## src/rtl/ps2_key_tracker.sv

```systemverilog
// PS/2 scan-code parser: decodes make/break/extended prefixes into held game keys,
// a resolved move direction, one-shot fire/start pulses and a protocol-error pulse.
module ps2_key_tracker #(
  parameter int unsigned TIMEOUT_CYCLES = 2_000_000,
  parameter int unsigned TO_W           = 21
) (
  input  logic       clk,
  input  logic       rst_n,
  input  logic [7:0] scan_byte,
  input  logic       scan_valid,
  output logic       held_left,
  output logic       held_right,
  output logic       held_fire,
  output logic [1:0] move,
  output logic       fire_pulse,
  output logic       start_pulse,
  output logic       proto_err
);

  typedef enum logic [1:0] {IDLE, EXT, BRK, EXT_BRK} state_t;
  typedef enum logic {LAST_L, LAST_R} last_t;

  localparam logic [7:0] CODE_EXT = 8'hE0;
  localparam logic [7:0] CODE_BRK = 8'hF0;
  localparam logic [TO_W-1:0] TO_MAX  = TO_W'(TIMEOUT_CYCLES);
  localparam logic [TO_W-1:0] TO_LAST = TO_W'(TIMEOUT_CYCLES - 1);

  localparam int unsigned K_ARL = 0;
  localparam int unsigned K_ARR = 1;
  localparam int unsigned K_A   = 2;
  localparam int unsigned K_D   = 3;
  localparam int unsigned K_SPC = 4;
  localparam int unsigned K_ENT = 5;

  state_t          state, state_n;
  last_t           last, last_n;
  logic [TO_W-1:0] cnt;
  logic [5:0]      keys, keys_n, hit;
  logic            mk, brk, ext, perr_n, timeout;
  logic            hl_n, hr_n, hl_cur, hr_cur;

  always_comb begin
    state_n = state;
    mk      = 1'b0;
    brk     = 1'b0;
    ext     = 1'b0;
    perr_n  = 1'b0;
    timeout = (state != IDLE) && (cnt == TO_LAST) && !scan_valid;
    if (scan_valid) begin
      unique case (state)
        IDLE: begin
          if (scan_byte == CODE_EXT)      state_n = EXT;
          else if (scan_byte == CODE_BRK) state_n = BRK;
          else                            mk = 1'b1;
        end
        EXT: begin
          if (scan_byte == CODE_BRK)      state_n = EXT_BRK;
          else if (scan_byte == CODE_EXT) perr_n = 1'b1;
          else begin
            mk      = 1'b1;
            ext     = 1'b1;
            state_n = IDLE;
          end
        end
        BRK: begin
          if (scan_byte == CODE_EXT) begin
            state_n = EXT;
            perr_n  = 1'b1;
          end else if (scan_byte == CODE_BRK) begin
            perr_n  = 1'b1;
          end else begin
            brk     = 1'b1;
            state_n = IDLE;
          end
        end
        EXT_BRK: begin
          state_n = IDLE;
          if (scan_byte == CODE_EXT || scan_byte == CODE_BRK) perr_n = 1'b1;
          else begin
            brk = 1'b1;
            ext = 1'b1;
          end
        end
        default: state_n = IDLE;
      endcase
    end else if (timeout) begin
      state_n = IDLE;
      perr_n  = 1'b1;
    end
  end

  // Arrow keys only exist with the E0 prefix; letter/space/enter only without it.
  always_comb begin
    hit        = '0;
    hit[K_ARL] = ext  && (scan_byte == 8'h6B);
    hit[K_ARR] = ext  && (scan_byte == 8'h74);
    hit[K_A]   = !ext && (scan_byte == 8'h1C);
    hit[K_D]   = !ext && (scan_byte == 8'h23);
    hit[K_SPC] = !ext && (scan_byte == 8'h29);
    hit[K_ENT] = !ext && (scan_byte == 8'h5A);
  end

  always_comb begin
    keys_n = keys;
    if (mk)       keys_n = keys | hit;
    else if (brk) keys_n = keys & ~hit;
    hl_cur = keys[K_ARL] | keys[K_A];
    hr_cur = keys[K_ARR] | keys[K_D];
    hl_n   = keys_n[K_ARL] | keys_n[K_A];
    hr_n   = keys_n[K_ARR] | keys_n[K_D];
    last_n = last;
    if (mk && hl_n && !hl_cur)      last_n = LAST_L;
    else if (mk && hr_n && !hr_cur) last_n = LAST_R;
  end

  always_ff @(posedge clk or negedge rst_n) begin
    if (!rst_n) begin
      state       <= IDLE;
      last        <= LAST_L;
      cnt         <= '0;
      keys        <= '0;
      held_left   <= 1'b0;
      held_right  <= 1'b0;
      held_fire   <= 1'b0;
      move        <= 2'b00;
      fire_pulse  <= 1'b0;
      start_pulse <= 1'b0;
      proto_err   <= 1'b0;
    end else begin
      state <= state_n;
      last  <= last_n;
      keys  <= keys_n;
      // Reaching TO_MAX also drops the FSM to IDLE, where the count then holds.
      if (scan_valid)                             cnt <= '0;
      else if (state != IDLE && cnt != TO_MAX)    cnt <= cnt + 1'b1;
      held_left   <= hl_n;
      held_right  <= hr_n;
      held_fire   <= keys_n[K_SPC];
      if (hl_n && hr_n) move <= (last_n == LAST_L) ? 2'b01 : 2'b10;
      else if (hl_n)    move <= 2'b01;
      else if (hr_n)    move <= 2'b10;
      else              move <= 2'b00;
      fire_pulse  <= mk && hit[K_SPC] && !keys[K_SPC];
      start_pulse <= mk && hit[K_ENT] && !keys[K_ENT];
      proto_err   <= perr_n;
    end
  end

endmodule

```

## config.mk

```make
export PLATFORM = sky130hd
export DESIGN_NAME = ps2_key_tracker
export DESIGN_NICKNAME = d
export VERILOG_FILES = /design/src/rtl/ps2_key_tracker.sv
export SDC_FILE = /design/constraint.sdc
export NUM_CORES = 1
export LEC_CHECK = 0
export BUFFER_PORTS_ARGS = -buffer_cell sky130_fd_sc_hd__buf_2
export CORE_UTILIZATION = 58
export DETAILED_ROUTE_END_ITERATION = 10
export PLACE_DENSITY_LB_ADDON = 0.3
export RECOVER_POWER = 25
export SLEW_MARGIN = 15
export SYNTH_ARGS = -nofsm -noshare
export SYNTH_HDL_FRONTEND = slang
export SYNTH_SLANG_ARGS = --single-unit
```

## constraint.sdc

```tcl
create_clock -name clk -period 2.5 [get_ports clk]
set_clock_uncertainty 0.2 [all_clocks]
set_input_delay 0.25 -clock clk [delete_from_list [all_inputs] [get_ports clk]]
set_output_delay 0.25 -clock clk [all_outputs]
set_load 0.05 [all_outputs]
```

[Yosys cells after proc, flatten, opt, wreduce, memory -nomap -nowiden]
Cells that the tools add are included.
Storage, ports and cells
  logic and storage cells: 105
  output and inout bits: 8
  bits in registers: 38
  input bits: 11
Operators by class
  equal/unequal tests: 16
  bitwise operators: 7
  add/sub/neg operators: 1
  muxes and demuxes: 38
  reductions and logical operators: 31
Operators by type and width (count)
  two-way mux 21 bit: 2
  equality test 8 x 7 -> 1 bit (second input constant): 3
  two-way mux 2 bit: 12
  adder 21 x 1 -> 21 bit (second input constant): 1
  equality test 21 bit (second input constant): 1
  != test 21 bit (second input constant): 1
  logical AND 1 bit: 18
  two-way mux 1 bit: 17
  equality test 8 x 6 -> 1 bit (second input constant): 2
  equality test 8 bit (second input constant): 2
  two-way mux 6 bit: 2
  != test 4 bit (second input constant): 3
  equality test 8 x 5 -> 1 bit (second input constant): 1
  one-hot mux 2 bit (4 select lines): 1
  nonzero test 2 bit: 4
  bitwise AND 6 bit: 1
  zero test 1 bit: 6
  NOT 6 bit: 1
  bitwise OR 6 bit: 1
  one-hot mux 1 bit (2 select lines): 3
  equality test 2 bit (second input constant): 2
  bitwise OR 1 bit: 4
  AND reduction 4 bit: 1
  one-hot mux 1 bit (3 select lines): 1
  other kinds (3): 3

[Logic depth before layout (Yosys ltp)]
  depth after elaboration: 18
  mapped depth: 6
  depth with buffers taken out: 6

[Worst setup path before layout]
OpenSTA, ideal clock, no wires.
  path type: reg-to-reg
  from: reg state[1]
  to: reg move[1]
  arrival time: 1.420 ns
  stages on the path, launching flop included: 7
  path slack: 0.761 ns
  clock period less this slack: 1.739 ns
  path buffers: 1
  setup time: 0.119 ns
  required time: 2.181 ns
  cells stage by stage: dfrtp_1 -> clkbuf_1 -> inv_1 -> nand2_1 -> or4_4 -> o21a_1 -> o21a_1
Between the ends
  cells in the longest elaborated chain, start to end: 16
  elaborated cells between the ends (all ways): 33
  those cells by class: eq/ne (3); mux (14); bitwise (5); reduce/logical (11)
RTL lines
  from (decl): line 35  | state_t state, state_n;
  from (signal assigned): line 130  | state <= state_n;
  equality test 2 bit / equality test 2 x 1 -> 1 bit (equally long branches): line 50  | unique case (state)
  one-hot mux 1 bit (2 select lines): line 50
  two-way mux 1 bit: line 49  | if (scan_valid) begin
  zero test 1 bit: line 97, 98
  logical AND 1 bit: line 98  | hit[K_D] = !ext && (scan_byte == 8'h23);
  NOT 6 bit: line 106  | else if (brk) keys_n = keys & ~hit;
  bitwise AND 6 bit: line 106
  two-way mux 6 bit: line 106
  two-way mux 6 bit: line 105  | if (mk) keys_n = keys | hit;
  bitwise OR 1 bit: line 110  | hr_n = keys_n[K_ARR] | keys_n[K_D];
  logical AND 1 bit (2 in series): line 113  | else if (mk && hr_n && !hr_cur) last_n = LAST_R;
  two-way mux 1 bit: line 113
  two-way mux 1 bit: line 112  | if (mk && hl_n && !hl_cur) last_n = LAST_L;
  two-way mux 2 bit: line 139  | if (hl_n && hr_n) move <= (last_n == LAST_L) ? 2'b01 : 2'b10;
  two-way mux 2 bit *: line 139
  to (signal assigned): line 139
  to (decl): line 14  | output logic [1:0] move,
Every way passes the cells marked *; elsewhere a longest branch is shown, timed or not. The select of a mux whose other input is x is not followed.
A chain may end at the register's enable or synchronous reset.

[Worst setup path after layout]
  from: reg state[1]
  to: reg cnt[15]
Between the ends
  cells in the longest elaborated chain, start to end: 3
RTL lines
  nonzero test 2 bit: line 135  | else if (state != IDLE && cnt != TO_MAX) cnt <= cnt + 1'b1;
  logical AND 1 bit: line 135
  nonzero test 2 bit (no line)
  to (signal assigned): line 135
  to (decl): line 37  | logic [TO_W-1:0] cnt;
Every way passes these cells.

==> results.md <==
* # rows at 20
* Via density at around 5.6
* Root Driver: clkbuf_4
* Tot GR Track Use at roughly 23%
* CP Class: reg2reg
* Slew headroom at around 42%
* Critical Path RT at between 2 and 3 ns
* R2r setup slk at just under 0.5 ns
* Gpl congestion at ~0.78
* # diodes at 0
* Worst setup SP type: register
* Top cells by area, synth: dfrtp_1 50%, xor2_1 6.6%, nor2_1 6.1%
* DRT antenna net count at 0
* Initial DRT Pass Iterations at 4
* Reg2reg path depth at 5
* Ys flop type: dfrtp_1
* RSZ-0062 raised after global routing: no
* Inst Count DP at 240
* Share of layout cells above drive strength 1 at between 10% and 20%
* Post-synth EDFFs at 0
* Worst-path clk slew at about 0.11 ns
* Initial antenna violation count at 0
* Average size of a mapped cell at just over 10 um2
* Tcrit/Tclk final at 80.4%
* Hold Path Class: in2reg
* Vias in the first global route at 1,308
* Worst R2R Start: state[1]$_DFFE_PN0P_
* CP Max Fanout at 12
* Largest net degree at the start of global routing at 38
* Async SR Flop Fraction at 100%
* Vias at approximately 1,400
* Clock sink count at 37
* Crit path to: cnt[15]$_DFFE_PN0P_
* P&R area growth vs syn at 12.8%
* Start point of the critical path: state[1]$_DFFE_PN0P_
* Core region area at approximately 3100 um2
* IO Pins at 19
* Wirelength per Cell at roughly 14 um
* Fin crit period at roughly 2 ns
* Cell count after synthesis at 182
* Distinct cells, synth at 44
* CTS tree: yes
* First-pass GRT wire length at between 5 and 6 mm
* Status: finished clean
* P per Cell Area at around 550 nW/um2
* Critical path endpoint category: register
* Leakage at between 0.9 and 1 nW
* Non-filler instance count after layout at around 250
* Final net count at about 220
* Fmax at 497 MHz
* Fin. Hold Viols at 0
* Die Area at 3430 um2
* H-tree Lvls at 2
* Clock buffer depth at 2
* Sequential-to-total area share from yosys stat at 49.9%
* Max-cap violations at 0
* Worst skew pair latency at 0.34 ns
* Post-CTS setup buffers at 0
* TritonCTS Buffers at 5
* Worst-margin pin slew at roughly 0.87 ns
* Die height at approximately 60 um
* DR DRC count at 0
* GRT overflow at 0
* Yosys top cell by area: dfrtp_1
* Initial DRC Count at between 50 and 60
* R2r endpoint: cnt[15]$_DFFE_PN0P_
* Setup_tns at 0 ns
* Crit path DAT at 2.04 ns
* Hold buffer count at cts at 3
* #FFs+latches synth at 37
* Routed wire length at around 3.4 mm
* DP HPWL at 2.49 mm
* Mapped Nets at just under 200
* Resize count post-CTS at 0
* Die width at roughly 59 um
* Port Buffers at 18
* Initial Util at about three fifths
* Ys Warns at 0
* # setup viols final at 0
* Final count of pins violating max slew at 0
* Mapped cell area at approximately 1900 um2
* Worst IR drop on VDD at about 0.6 mV
* Synth top area share at about half
-- state kept, by name, summed over array words and instances, names as in the netlist, 2 cells and up --
register  count
cnt          21
move          2
keys          6
state         2
-- area by class of cell --
cell class | instances | area (um2)
fillers | 254 | 962
flip-flops and latches | 37 | 926
multi-input cells | 131 | 865
repair buffers | 22 | 126
clock buffers | 7 | 55.1
well taps | 44 | 55.1
inverters | 9 | 33.8
clock inverters | 1 | 30.0
-- cells by family (layout without fill, tap and decap cells) --
| group | Yosys count | count (layout) | share of synthesized area [%] |
|---|---|---|---|
| mux | 5 | 5 | 2.83 |
| buf+inv | 14 | 39 | 3.44 |
| flops | 37 | 37 | 49.9 |
| xor+xnor | 19 | 19 | 8.97 |
| fa+ha+maj | 2 | 2 | 1.35 |
| compound gates | 18 | 18 | 6.61 |
| simple gates | 87 | 87 | 26.9 |
-- stage by stage --
step	setup WS, ns	utilization [%]	hold WS (ns)	area, um2	power (mW)
detailed placement	0.565	64.8	0.175	1980	0.725
CTS	0.518	68.5	0.0385	2090	1.16
global placement	0.577	64.8	0.168	1980	0.722
floorplan	0.761	-	-0.246	1850	0.686
finish	0.490	68.5	0.0471	2090	1.14
global route	0.377	68.5	0.0832	2090	1.19
-- cells in the mapped netlist (2+ instances only) --
library cell and count:
nand4_1 5, nor4_1 2, a21oi_1 3, o21ai_0 5
xnor2_1 5, nand3_1 9, nor2_1 30, nor4b_2 2
and3_1 2, nand2_1 13, nor3_1 4, o21a_1 2
ha_1 2, mux2i_1 3, dfrtp_1 37, clkbuf_1 3
xor2_1 14, inv_1 9, nor4b_1 2, nand4b_1 4
mux2_2 2, and4_1 2
-- placed cells by master (no fill, tap or decap), types with 3 or more instances in the layout --
cell type	count
a21oi_1	3
buf_2	16
clkbuf_4	5
dfrtp_1	37
dlygate4sd3_1	3
inv_1	9
mux2i_1	3
nand2_1	13
nand3_1	9
nand4_1	5
nand4b_1	4
nor2_1	30
nor3_1	4
o21ai_0	5
xnor2_1	5
xor2_1	14
-- worst min path at each step --
stage                 start              endpoint  slack, ns  cells after the start
2_1_floorplan         rst_n    cnt[0]$_DFFE_PN0P_      -0.25                      0
3_3_place_gp          rst_n    cnt[4]$_DFFE_PN0P_       0.17                      1
3_5_place_dp          rst_n    cnt[4]$_DFFE_PN0P_       0.17                      1
4_1_cts        scan_byte[3]  fire_pulse$_DFF_PN0_       0.04                      3
5_1_grt        scan_byte[3]  fire_pulse$_DFF_PN0_       0.08                      3
6_report       scan_byte[3]  fire_pulse$_DFF_PN0_       0.05                      3
-- where the power goes --
group          internal (mW)  switching, mW  total, mW
Clock                  0.239          0.187      0.426
Combinational         0.0296         0.0705      0.100
Sequential             0.610        0.00513      0.615
-- routing by layer --
layer | vias to the layer above | GRT usage, % | routed length, um
li1 | 690 | - | -
met3 | 9 | 5.05 | 135
met5 | - | 0 | 0
met2 | 35 | 33.5 | 1590
met1 | 665 | 32.5 | 1590
met4 | 0 | 11.2 | 68
-- worst max-delay path, stage by stage, from the launching register on --
cell and delay (ns):
dfrtp_1 0.55, o2111ai_1 0.29, nor3_1 0.49, nand3_1 0.16
xor2_1 0.17, nor2_1 0.06
(Power assumes the default switching activity.)
